**config.mk**
```make
export PLATFORM = sky130hd
export DESIGN_NAME = encoder_snapshot_ctrl_flat
export DESIGN_NICKNAME = d
export VERILOG_FILES = /design/src/rtl/encoder_snapshot_ctrl_pkg.sv /design/src/rtl/encoder_snapshot_ctrl_if.sv /design/src/rtl/servo_tick_timer.sv /design/src/rtl/encoder_snapshot_ctrl.sv /design/src/flat_wrapper.sv
export SDC_FILE = /design/constraint.sdc
export NUM_CORES = 1
export LEC_CHECK = 0
export BUFFER_PORTS_ARGS = -buffer_cell sky130_fd_sc_hd__buf_2
export CAP_MARGIN = 5
export CORE_MARGIN = 3
export CORE_UTILIZATION = 55
export DETAILED_ROUTE_END_ITERATION = 10
export PLACE_DENSITY = 0.85
export SLEW_MARGIN = 20
export SYNTH_ARGS = -nofsm -noshare
export SYNTH_HDL_FRONTEND = slang
export SYNTH_SLANG_ARGS = --single-unit
```
**constraint.sdc**
```tcl
create_clock -name clk50 -period 4.25 [get_ports clk50]
set_clock_uncertainty 0.05 [all_clocks]
set_input_delay 0.425 -clock clk50 [delete_from_list [all_inputs] [get_ports clk50]]
set_output_delay 0.425 -clock clk50 [all_outputs]
set_load 0.01 [all_outputs]
```
**src/rtl/encoder_snapshot_ctrl_pkg.sv**
```systemverilog
// rtl/encoder_snapshot_ctrl_pkg.sv - register map, bit positions, FSM encoding and count constants
package encoder_snapshot_ctrl_pkg;

  localparam logic [3:0] ADDR_CTRL   = 4'd0;
  localparam logic [3:0] ADDR_STATUS = 4'd1;
  localparam logic [3:0] ADDR_PERIOD = 4'd2;
  localparam logic [3:0] ADDR_SEQ    = 4'd3;

  // address[3:2] selects the register bank, address[1:0] the channel
  localparam logic [1:0] BANK_MISC  = 2'b00;
  localparam logic [1:0] BANK_POS   = 2'b01;
  localparam logic [1:0] BANK_DELTA = 2'b10;

  localparam int CTRL_ENABLE_BIT     = 0;
  localparam int CTRL_IRQ_EN_BIT     = 1;
  localparam int CTRL_SOFT_TICK_BIT  = 2;
  localparam int STATUS_READY_BIT    = 0;
  localparam int STATUS_OVERRUN_BIT  = 1;
  localparam int STATUS_BUSY_BIT     = 2;

  localparam int          MAX_CH     = 4;
  localparam logic [31:0] COUNT_RST  = 32'h7FFF_FFFF;
  localparam logic [31:0] MIN_PERIOD = 32'd2;

  typedef enum logic [1:0] {
    ST_IDLE    = 2'd0,
    ST_CAPTURE = 2'd1,
    ST_DIFF    = 2'd2,
    ST_READY   = 2'd3
  } state_t;

endpackage

```
**src/rtl/encoder_snapshot_ctrl_if.sv**
```systemverilog
// rtl/encoder_snapshot_ctrl_if.sv - Avalon-MM register port
interface encoder_snapshot_ctrl_if;
  logic [3:0]  address;
  logic        read;
  logic        write;
  logic [31:0] writedata;
  logic [31:0] readdata;

  modport master (output address, read, write, writedata, input readdata);
  modport slave  (input address, read, write, writedata, output readdata);
endinterface

```
**src/rtl/servo_tick_timer.sv**
```systemverilog
// rtl/servo_tick_timer.sv - servo period tick generator, restarts from 0 on reload or disable
module servo_tick_timer
  import encoder_snapshot_ctrl_pkg::*;
(
  input  logic        clk50,
  input  logic        reset_n,
  input  logic        enable,
  input  logic [31:0] period,
  input  logic        reload,
  output logic        tick
);

  logic [31:0] timer_q;
  logic [31:0] limit;

  assign limit = ((period < MIN_PERIOD) ? MIN_PERIOD : period) - 32'd1;
  assign tick  = enable && (timer_q == limit);

  always_ff @(posedge clk50 or negedge reset_n) begin
    if (!reset_n) begin
      timer_q <= '0;
    end else if (!enable || reload || tick) begin
      timer_q <= '0;
    end else begin
      timer_q <= timer_q + 32'd1;
    end
  end

endmodule

```
**src/rtl/encoder_snapshot_ctrl.sv**
```systemverilog
// rtl/encoder_snapshot_ctrl.sv - coherent multi-channel encoder snapshot with per-channel deltas
module encoder_snapshot_ctrl
  import encoder_snapshot_ctrl_pkg::*;
#(
  parameter int          NUM_CH     = 4,
  parameter int unsigned PERIOD_RST = 50000
) (
  input  logic                  clk50,
  input  logic                  reset_n,
  input  logic [32*NUM_CH-1:0]  count_in,
  encoder_snapshot_ctrl_if.slave bus,
  output logic                  irq
);

  localparam logic [1:0] LAST_CH = 2'(NUM_CH - 1);

  state_t state_q, state_d;
  logic        enable_q, irq_en_q, overrun_q;
  logic [31:0] period_q, seq_q;
  logic [31:0] pos_q   [MAX_CH];
  logic [31:0] prev_q  [MAX_CH];
  logic [31:0] delta_q [MAX_CH];
  logic [1:0]  ch_idx_q;
  logic [32*MAX_CH-1:0] count_pad;

  logic wr_ctrl, wr_status, wr_period;
  logic timer_tick, tick, ack, overrun_set, overrun_clr;
  logic busy, ready, capture, diff_step;
  logic [31:0] diff, rd_mux;
  logic [1:0]  rd_ch;

  assign count_pad   = (32*MAX_CH)'(count_in);
  assign wr_ctrl     = bus.write && (bus.address == ADDR_CTRL);
  assign wr_status   = bus.write && (bus.address == ADDR_STATUS);
  assign wr_period   = bus.write && (bus.address == ADDR_PERIOD);
  assign tick        = timer_tick || (wr_ctrl && bus.writedata[CTRL_SOFT_TICK_BIT]);
  assign ack         = wr_status && bus.writedata[STATUS_READY_BIT];
  assign overrun_clr = wr_status && bus.writedata[STATUS_OVERRUN_BIT];
  assign overrun_set = tick && (state_q != ST_IDLE);
  assign ready       = (state_q == ST_READY);
  assign irq         = ready && irq_en_q;
  assign diff        = pos_q[ch_idx_q] - prev_q[ch_idx_q];

  servo_tick_timer u_timer (
    .clk50   (clk50),
    .reset_n (reset_n),
    .enable  (enable_q),
    .period  (period_q),
    .reload  (wr_period),
    .tick    (timer_tick)
  );

  always_ff @(posedge clk50 or negedge reset_n) begin
    if (!reset_n) begin
      state_q <= ST_IDLE;
    end else begin
      state_q <= state_d;
    end
  end

  // enable is deliberately not consulted here: a started sequence always completes
  always_comb begin
    state_d   = state_q;
    busy      = 1'b0;
    capture   = 1'b0;
    diff_step = 1'b0;
    case (state_q)
      ST_IDLE:    if (tick) state_d = ST_CAPTURE;
      ST_CAPTURE: begin
        busy    = 1'b1;
        capture = 1'b1;
        state_d = ST_DIFF;
      end
      ST_DIFF: begin
        busy      = 1'b1;
        diff_step = 1'b1;
        if (ch_idx_q == LAST_CH) state_d = ST_READY;
      end
      ST_READY:   if (ack) state_d = ST_IDLE;
      default:    state_d = ST_IDLE;
    endcase
  end

  always_ff @(posedge clk50 or negedge reset_n) begin
    if (!reset_n) begin
      enable_q  <= 1'b0;
      irq_en_q  <= 1'b0;
      overrun_q <= 1'b0;
      period_q  <= 32'(PERIOD_RST);
      seq_q     <= '0;
      ch_idx_q  <= '0;
      for (int i = 0; i < MAX_CH; i++) begin
        pos_q[i]   <= COUNT_RST;
        prev_q[i]  <= COUNT_RST;
        delta_q[i] <= '0;
      end
    end else begin
      if (wr_ctrl) begin
        enable_q <= bus.writedata[CTRL_ENABLE_BIT];
        irq_en_q <= bus.writedata[CTRL_IRQ_EN_BIT];
      end
      if (wr_period) period_q <= bus.writedata;
      if (overrun_set) begin
        overrun_q <= 1'b1;
      end else if (overrun_clr) begin
        overrun_q <= 1'b0;
      end
      if (capture) begin
        for (int i = 0; i < MAX_CH; i++) begin
          if (i < NUM_CH) begin
            pos_q[i]  <= count_pad[32*i +: 32];
            prev_q[i] <= pos_q[i];
          end
        end
        seq_q    <= seq_q + 32'd1;
        ch_idx_q <= '0;
      end
      if (diff_step) begin
        delta_q[ch_idx_q] <= diff;
        ch_idx_q          <= ch_idx_q + 2'd1;
      end
    end
  end

  assign rd_ch = bus.address[1:0];

  always_comb begin
    rd_mux = '0;
    case (bus.address[3:2])
      BANK_MISC: begin
        case (bus.address)
          ADDR_CTRL: begin
            rd_mux[CTRL_ENABLE_BIT] = enable_q;
            rd_mux[CTRL_IRQ_EN_BIT] = irq_en_q;
          end
          ADDR_STATUS: begin
            rd_mux[STATUS_READY_BIT]   = ready;
            rd_mux[STATUS_OVERRUN_BIT] = overrun_q;
            rd_mux[STATUS_BUSY_BIT]    = busy;
          end
          ADDR_PERIOD: rd_mux = period_q;
          ADDR_SEQ:    rd_mux = seq_q;
          default:     rd_mux = '0;
        endcase
      end
      BANK_POS:   if (int'(rd_ch) < NUM_CH) rd_mux = pos_q[rd_ch];
      BANK_DELTA: if (int'(rd_ch) < NUM_CH) rd_mux = delta_q[rd_ch];
      default:    rd_mux = '0;
    endcase
  end

  always_ff @(posedge clk50 or negedge reset_n) begin
    if (!reset_n) begin
      bus.readdata <= '0;
    end else if (bus.read) begin
      bus.readdata <= rd_mux;
    end
  end

endmodule
```
**src/flat_wrapper.sv**
```systemverilog
// flat-port wrapper written by rule: the top's interface ports become plain ports
module encoder_snapshot_ctrl_flat import encoder_snapshot_ctrl_pkg::*;
#(
  parameter int          NUM_CH     = 4,
  parameter int unsigned PERIOD_RST = 50000
)
  (clk50, reset_n, count_in, irq, bus_address, bus_read, bus_write, bus_writedata, bus_readdata);
  encoder_snapshot_ctrl_if bus_i ();
  input  logic clk50;
  input  logic reset_n;
  input  logic [32*NUM_CH-1:0] count_in;
  output logic irq;
  input wire logic [$bits(bus_i.address)-1:0] bus_address;
  input wire logic [$bits(bus_i.read)-1:0] bus_read;
  input wire logic [$bits(bus_i.write)-1:0] bus_write;
  input wire logic [$bits(bus_i.writedata)-1:0] bus_writedata;
  output wire logic [$bits(bus_i.readdata)-1:0] bus_readdata;
  assign bus_i.address = bus_address;
  assign bus_i.read = bus_read;
  assign bus_i.write = bus_write;
  assign bus_i.writedata = bus_writedata;
  assign bus_readdata = bus_i.readdata;
  encoder_snapshot_ctrl #(.NUM_CH(NUM_CH), .PERIOD_RST(PERIOD_RST)) u_core (.clk50(clk50), .reset_n(reset_n), .count_in(count_in), .bus(bus_i), .irq(irq));
endmodule
```
== After elaboration in Yosys (flattened, before gate mapping) ==
Index checks and enable logic that the tools add are counted.

* Output and inout port bits: 33
* Register bits after elaboration: 519
* Logic and storage cells: 99

* Bitwise logic cells: 2
* Add/sub/neg operators: 5
* Reductions and logical operators: 22
* Mux-type cells: 32
* $lt $le $gt $ge: 4
* Equal/unequal tests: 13

{| class="wikitable"
|+ Operators with widths
! kind !! number
|-
| $mux 32 || 11
|-
| $bmux 32 s2 || 4
|-
| $bwmux 128 || 1
|-
| $pmux 32 s3 || 1
|-
| $add 32x1->32 const B || 2
|-
| $demux 32 s2 || 1
|-
| $pmux 29 s2 || 1
|-
| $eq 32x32->1 || 1
|-
| $lt 32x2->1 const B || 1
|-
| $sub 32x1->32 const B || 1
|-
| $sub 32x32->32 || 1
|-
| $pmux 2 s4 || 2
|-
| $logic_and 1x1->1 || 10
|-
| $mux 2 || 5
|-
| $eq 2x2->1 const B || 4
|-
| $eq 4x2->1 const B || 2
|-
| $ge 3x3->1 const B || 2
|-
| $ne 2x1->1 const B || 3
|-
| $not 2->3 || 2
|-
| $reduce_bool 2->1 || 3
|-
| $mux 1 || 5
|-
| $eq 2x1->1 const B || 2
|-
| $eq 4x1->1 const B || 1
|-
| $logic_not 2->1 || 2
|-
| 8 further kinds || 10
|}

== Depth between registers and ports, before layout ==
* Depth after elaboration: 8
* Mapped depth: 18

== Cells and area by module ==
A second synthesis with hierarchy kept.

* Cell total of the unflattened synthesis: 2233
* Area total of the unflattened synthesis: 27527.7 um^2

{| class="wikitable"
|+ Modules (own cells, without submodules)
! module !! instances !! sequential area each (um^2) !! cells an instance !! area each (um^2)
|-
| encoder_snapshot_ctrl || 1 || 12504.5 || 1894 || 24698.7
|-
| servo_tick_timer || 1 || 800.8 || 339 || 2829.0
|}

== Worst setup path after synthesis ==
Ideal clock, no wire load.

* Kind: reg2reg
* Start: register u_core.period_q[4]
* End: register u_core.state_q[1]
* Path buffers: 2
* Arrival: 4.410 ns
* Setup slack: -0.337 ns
* Cell stages (with the launch flop): 17
* Required time: 4.072 ns
* Library setup time: 0.128 ns
* Path through: dfstp_2 > buf_6 > or4_4 > buf_6 > nor3_4 > and4_4 > nand2b_1 > ha_1 > or4b_2 > nor4_1 > xnor2_1 > and3b_1 > o2111ai_1 > or4_4 > nor4_4 > o21ai_1 > mux2_1

* Longest elaborated chain between the ends: 8

{| class="wikitable"
|+ Ends and longest elaborated chain
! item !! RTL line !! text
|-
| start: declaration || encoder_snapshot_ctrl.sv:19 || <nowiki>logic [31:0] period_q, seq_q;</nowiki>
|-
| start signal: assignment || encoder_snapshot_ctrl.sv:89 || <nowiki>period_q <= 32'(PERIOD_RST);</nowiki>
|-
| start signal: assignment || encoder_snapshot_ctrl.sv:102 || <nowiki>if (wr_period) period_q <= bus.writedata;</nowiki>
|-
| $lt 32x2->1 || servo_tick_timer.sv:16 || <nowiki>assign limit = ((period < MIN_PERIOD) ? MIN_PERIOD : period) - 32'd1;</nowiki>
|-
| $mux 32 (*) || servo_tick_timer.sv:16 ||
|-
| $sub 32x1->32 (*) || servo_tick_timer.sv:16 ||
|-
| $eq 32x32->1 (*) || servo_tick_timer.sv:17 || <nowiki>assign tick = enable && (timer_q == limit);</nowiki>
|-
| $logic_and 1x1->1 (*) || servo_tick_timer.sv:17 ||
|-
| $logic_or 1x1->1 (*) || encoder_snapshot_ctrl.sv:36 || <nowiki>assign tick = timer_tick || (wr_ctrl && bus.writedata[CTRL_SOFT_TICK_BIT]);</nowiki>
|-
| $ne 2x1->1 (no source line) (*) || -- ||
|-
| $reduce_and 3->1 (no source line) (*) || -- ||
|-
| end signal: assignment || encoder_snapshot_ctrl.sv:57 || <nowiki>state_q <= state_d;</nowiki>
|-
| end: declaration || encoder_snapshot_ctrl.sv:17 || <nowiki>state_t state_q, state_d;</nowiki>
|}

Mark *: on every way between the ends. The rest lies on a longest branch, timed or not.
A chain may end at the register's enable or synchronous reset.

== Final worst setup path ==
* Start: register u_core.period_q[29]
* End: register u_core.state_q[1]

The elaborated chain is that of the path after synthesis.

==> results.json <==
{
  "ios": 201,
  "worstPathArrival_ns": 4.68,
  "nets": 2625,
  "setup_viol": 0,
  "cp.required_ns": 4.69,
  "slew_headroom": 0.289,
  "cts_root_buffer": "clkbuf_16",
  "power_leakage_uw": 0.0133,
  "die_h_microns": 226,
  "r2r_start": "u_core.period_q[29]",
  "ant_nets": 0,
  "vias_per_cell": 6.27,
  "cp_max_fo": 5,
  "route.detailed.wl_per_inst_microns": 23.9,
  "hold_path_class": "in2reg",
  "path_delay_family": "simple AND/OR/NAND/NOR gates",
  "synth_cells": 2076,
  "drt-total-wl_microns": 73600,
  "path_class": "reg2reg",
  "endpoint": "u_core.state_q[1]",
  "finalPower_uw": 28000,
  "core_sq_mm": 0.0478,
  "max_freq_ghz": 0.236,
  "die_x_microns": 226,
  "cap_violations": 0,
  "status": "complete, no violations",
  "grt_antenna_before_repair": 0,
  "tns_ns": 0,
  "die_area_sq_mm": 0.0511,
  "slowest_stage": "or4_4",
  "reg2reg_setup_slack_ns": 0.01,
  "start_util": 0.557,
  "rsz0062_at_grt": "true",
  "hpwl_microns": 47400,
  "grt_pass1_wl_microns": 114000,
  "synthArstFlopShare": 1.00,
  "post-place-ws_ns": -0.0945,
  "final_common_cell": "mux2_2",
  "p_per_area_mw_per_mm2": 879,
  "firstDrtPassIters": 5,
  "tritoncts": "done",
  "crit_cells": 15,
  "cp-startpoint": "u_core.period_q[29]",
  "gp_congestion": 0.888,
  "drive_gt1_frac": 0.468,
  "syn_area_sq_mm": 0.0267,
  "cts_buffer_depth": 3,
  "synth_flop_cell": "dfrtp_1",
  "fin_area_sq_mm": 0.0319,
  "grt.overflow.total": 0,
  "drtIter0Drc": 2014,
  "startpoint_type": "flop",
  "worst-path-buf-inv": 1,
  "r2r_cells": 15,
  "drv_slew": 0,
  "clock_latency_ns": 0.62,
  "place_inst": 2841,
  "areaGrowthSynthToFinish_pct": 19.6,
  "period_share": 0.998,
  "yosysWarnings": 0,
  "fin_crit_ns": 4.24,
  "fin_cells": 3074,
  "hold_path_depth": 2,
  "vias": 19300,
  "worstPathCellList": "or4_4 > nor3_4 > and4_4 > nand2b_4 > ha_4 > or4b_4 > nor3_4 > a31oi_1 > a211o_1 > and3_1 > o211ai_1 > nor4_4 > buf_4 > o21ai_2 > mux2_4",
  "ir_drop_mv": 0.589,
  "h-tree-depth": 2,
  "worstSetupEndpointType": "flop",
  "first_global_vias": 20300,
  "grt_max_degree": 164,
  "synth_seq_area_share": 0.499,
  "synth_edf_count": 0,
  "yosys.area.top_type": "dfstp_2",
  "setup_ws_ns": 0.00988,
  "place_area_sq_mm": 0.0287,
  "drc": 0,
  "diodes": 0,
  "numCtsBuffers": 53,
  "grt_use_total": 0.288,
  "synth_fp_nets": 2287,
  "tightest_slew_ns": 1.06,
  "clock-sinks": 519,
  "clk_pin_slew_ns": 0.06,
  "synth_area_leaders": "dfstp_2 (25%), dfrtp_1 (25%), mux2_2 (15%)",
  "critPathMostFrequentCell": "nor3_4",
  "synth_top_cell_area_share": 0.250,
  "r2r_end": "u_core.state_q[1]",
  "final_cell_mix": "mux2_2 (360), dfrtp_1 (263), dfstp_2 (254), buf_2 (197), mux4_2 (127)",
  "rows": 80,
  "ys_seq_elements": 519,
  "syn_area_per_cell_sq_um": 12.8,
  "max_stage_delay_ns": 0.55,
  "ys_types": 76,
  "numPortBuffers": 200,
  "hold_viol": 0
}
power by group:
part / total [uW] / switching (uW) / internal, uW / leakage (uW)
Sequential: 9740 / 1720 / 8010 / 0.00604
Combinational: 13700 / 7190 / 6500 / 0.00644
Clock: 4590 / 2000 / 2590 / 0.000837
Total: 28000 / 10900 / 17100 / 0.0133
kinds of logic (layout without fill, tap and decap cells):
kind of cell,Yosys count,after routing,synth area share
AOI/OAI and AO/OA,290,290,0.0729
buffers and inverters,214,597,0.0312
xor gates and xnor gates,130,130,0.0427
and+or+nand+nor,389,389,0.0725
DFF,519,519,0.499
adders and majority gates,43,43,0.0205
muxes,491,491,0.261
metrics by stage:
step / utilization / hold WS [ns]
CTS: 0.662 / 0.00102
finish: 0.666 / 0.00870
global placement: 0.600 / 0.406
detailed placement: 0.600 / 0.415
global route: 0.666 / 0.000270
floorplan: - / 0.0794
synthesized netlist by cell type, drive strengths merged (8+ instances only):
cell    instances
nor4           13
nand2         123
mux2          361
o22ai          30
clkbuf        108
dfrtp         265
or4            12
xnor2          75
a21oi          37
nand3          39
and3           18
a31oi           8
nand4          18
a211oi         12
nor3           21
a22o           29
inv            85
nand2b          8
mux4          127
ha             42
or3            10
buf            21
o21ai          86
dfstp         254
a221oi         34
xor2           55
a21o           11
nor2           93
timing repair:
item	4_1_cts	5_1_grt
cloned	1	3
hold endpoints to repair	192	1
hold buffers	119	1
resized for setup	11	11
setup buffers	3	6
setup endpoints to repair	33	62
pin swaps	15	4
state kept, by name (all words and copies together) (netlist names):
| name | cells |
|---|---|
| u_core.overrun_q | 1 |
| u_core.delta_q | 128 |
| u_core.enable_q | 1 |
| u_core.state_q | 2 |
| u_core.bus.readdata | 32 |
| u_core.pos_q | 128 |
| u_core.prev_q | 128 |
| u_core.period_q | 32 |
| u_core.seq_q | 32 |
| u_core.irq_en_q | 1 |
| u_core.u_timer.timer_q | 32 |
| u_core.ch_idx_q | 2 |
layer usage:
metal	wire (microns)	global-route usage	up-vias
li1	-	-	8300
met1	30000	0.392	9935
met2	35900	0.469	865
met3	5400	0.0607	170
met4	2290	0.0892	0
met5	0	0	-
how the worst min path moves through the flow:
stage,startpoint,endpoint
6_report,count_in[80],u_core.pos_q[48]
5_1_grt,count_in[1],u_core.pos_q[97]
4_1_cts,count_in[1],u_core.pos_q[97]
3_5_place_dp,u_core.delta_q[7],u_core.delta_q[7]
3_3_place_gp,u_core.delta_q[24],u_core.delta_q[24]
2_1_floorplan,reset_n,u_core.bus.readdata[0]
layout make-up:
class | count | area (sq um)
inverters | 85 | 319
clock inverters | 16 | 134
repair buffers | 412 | 3120
fillers | 3133 | 16000
multi-input cells | 1343 | 12700
flip-flops and latches | 519 | 13300
clock buffers | 84 | 1560
well taps | 615 | 769
Power figures use the tool's default switching activity.
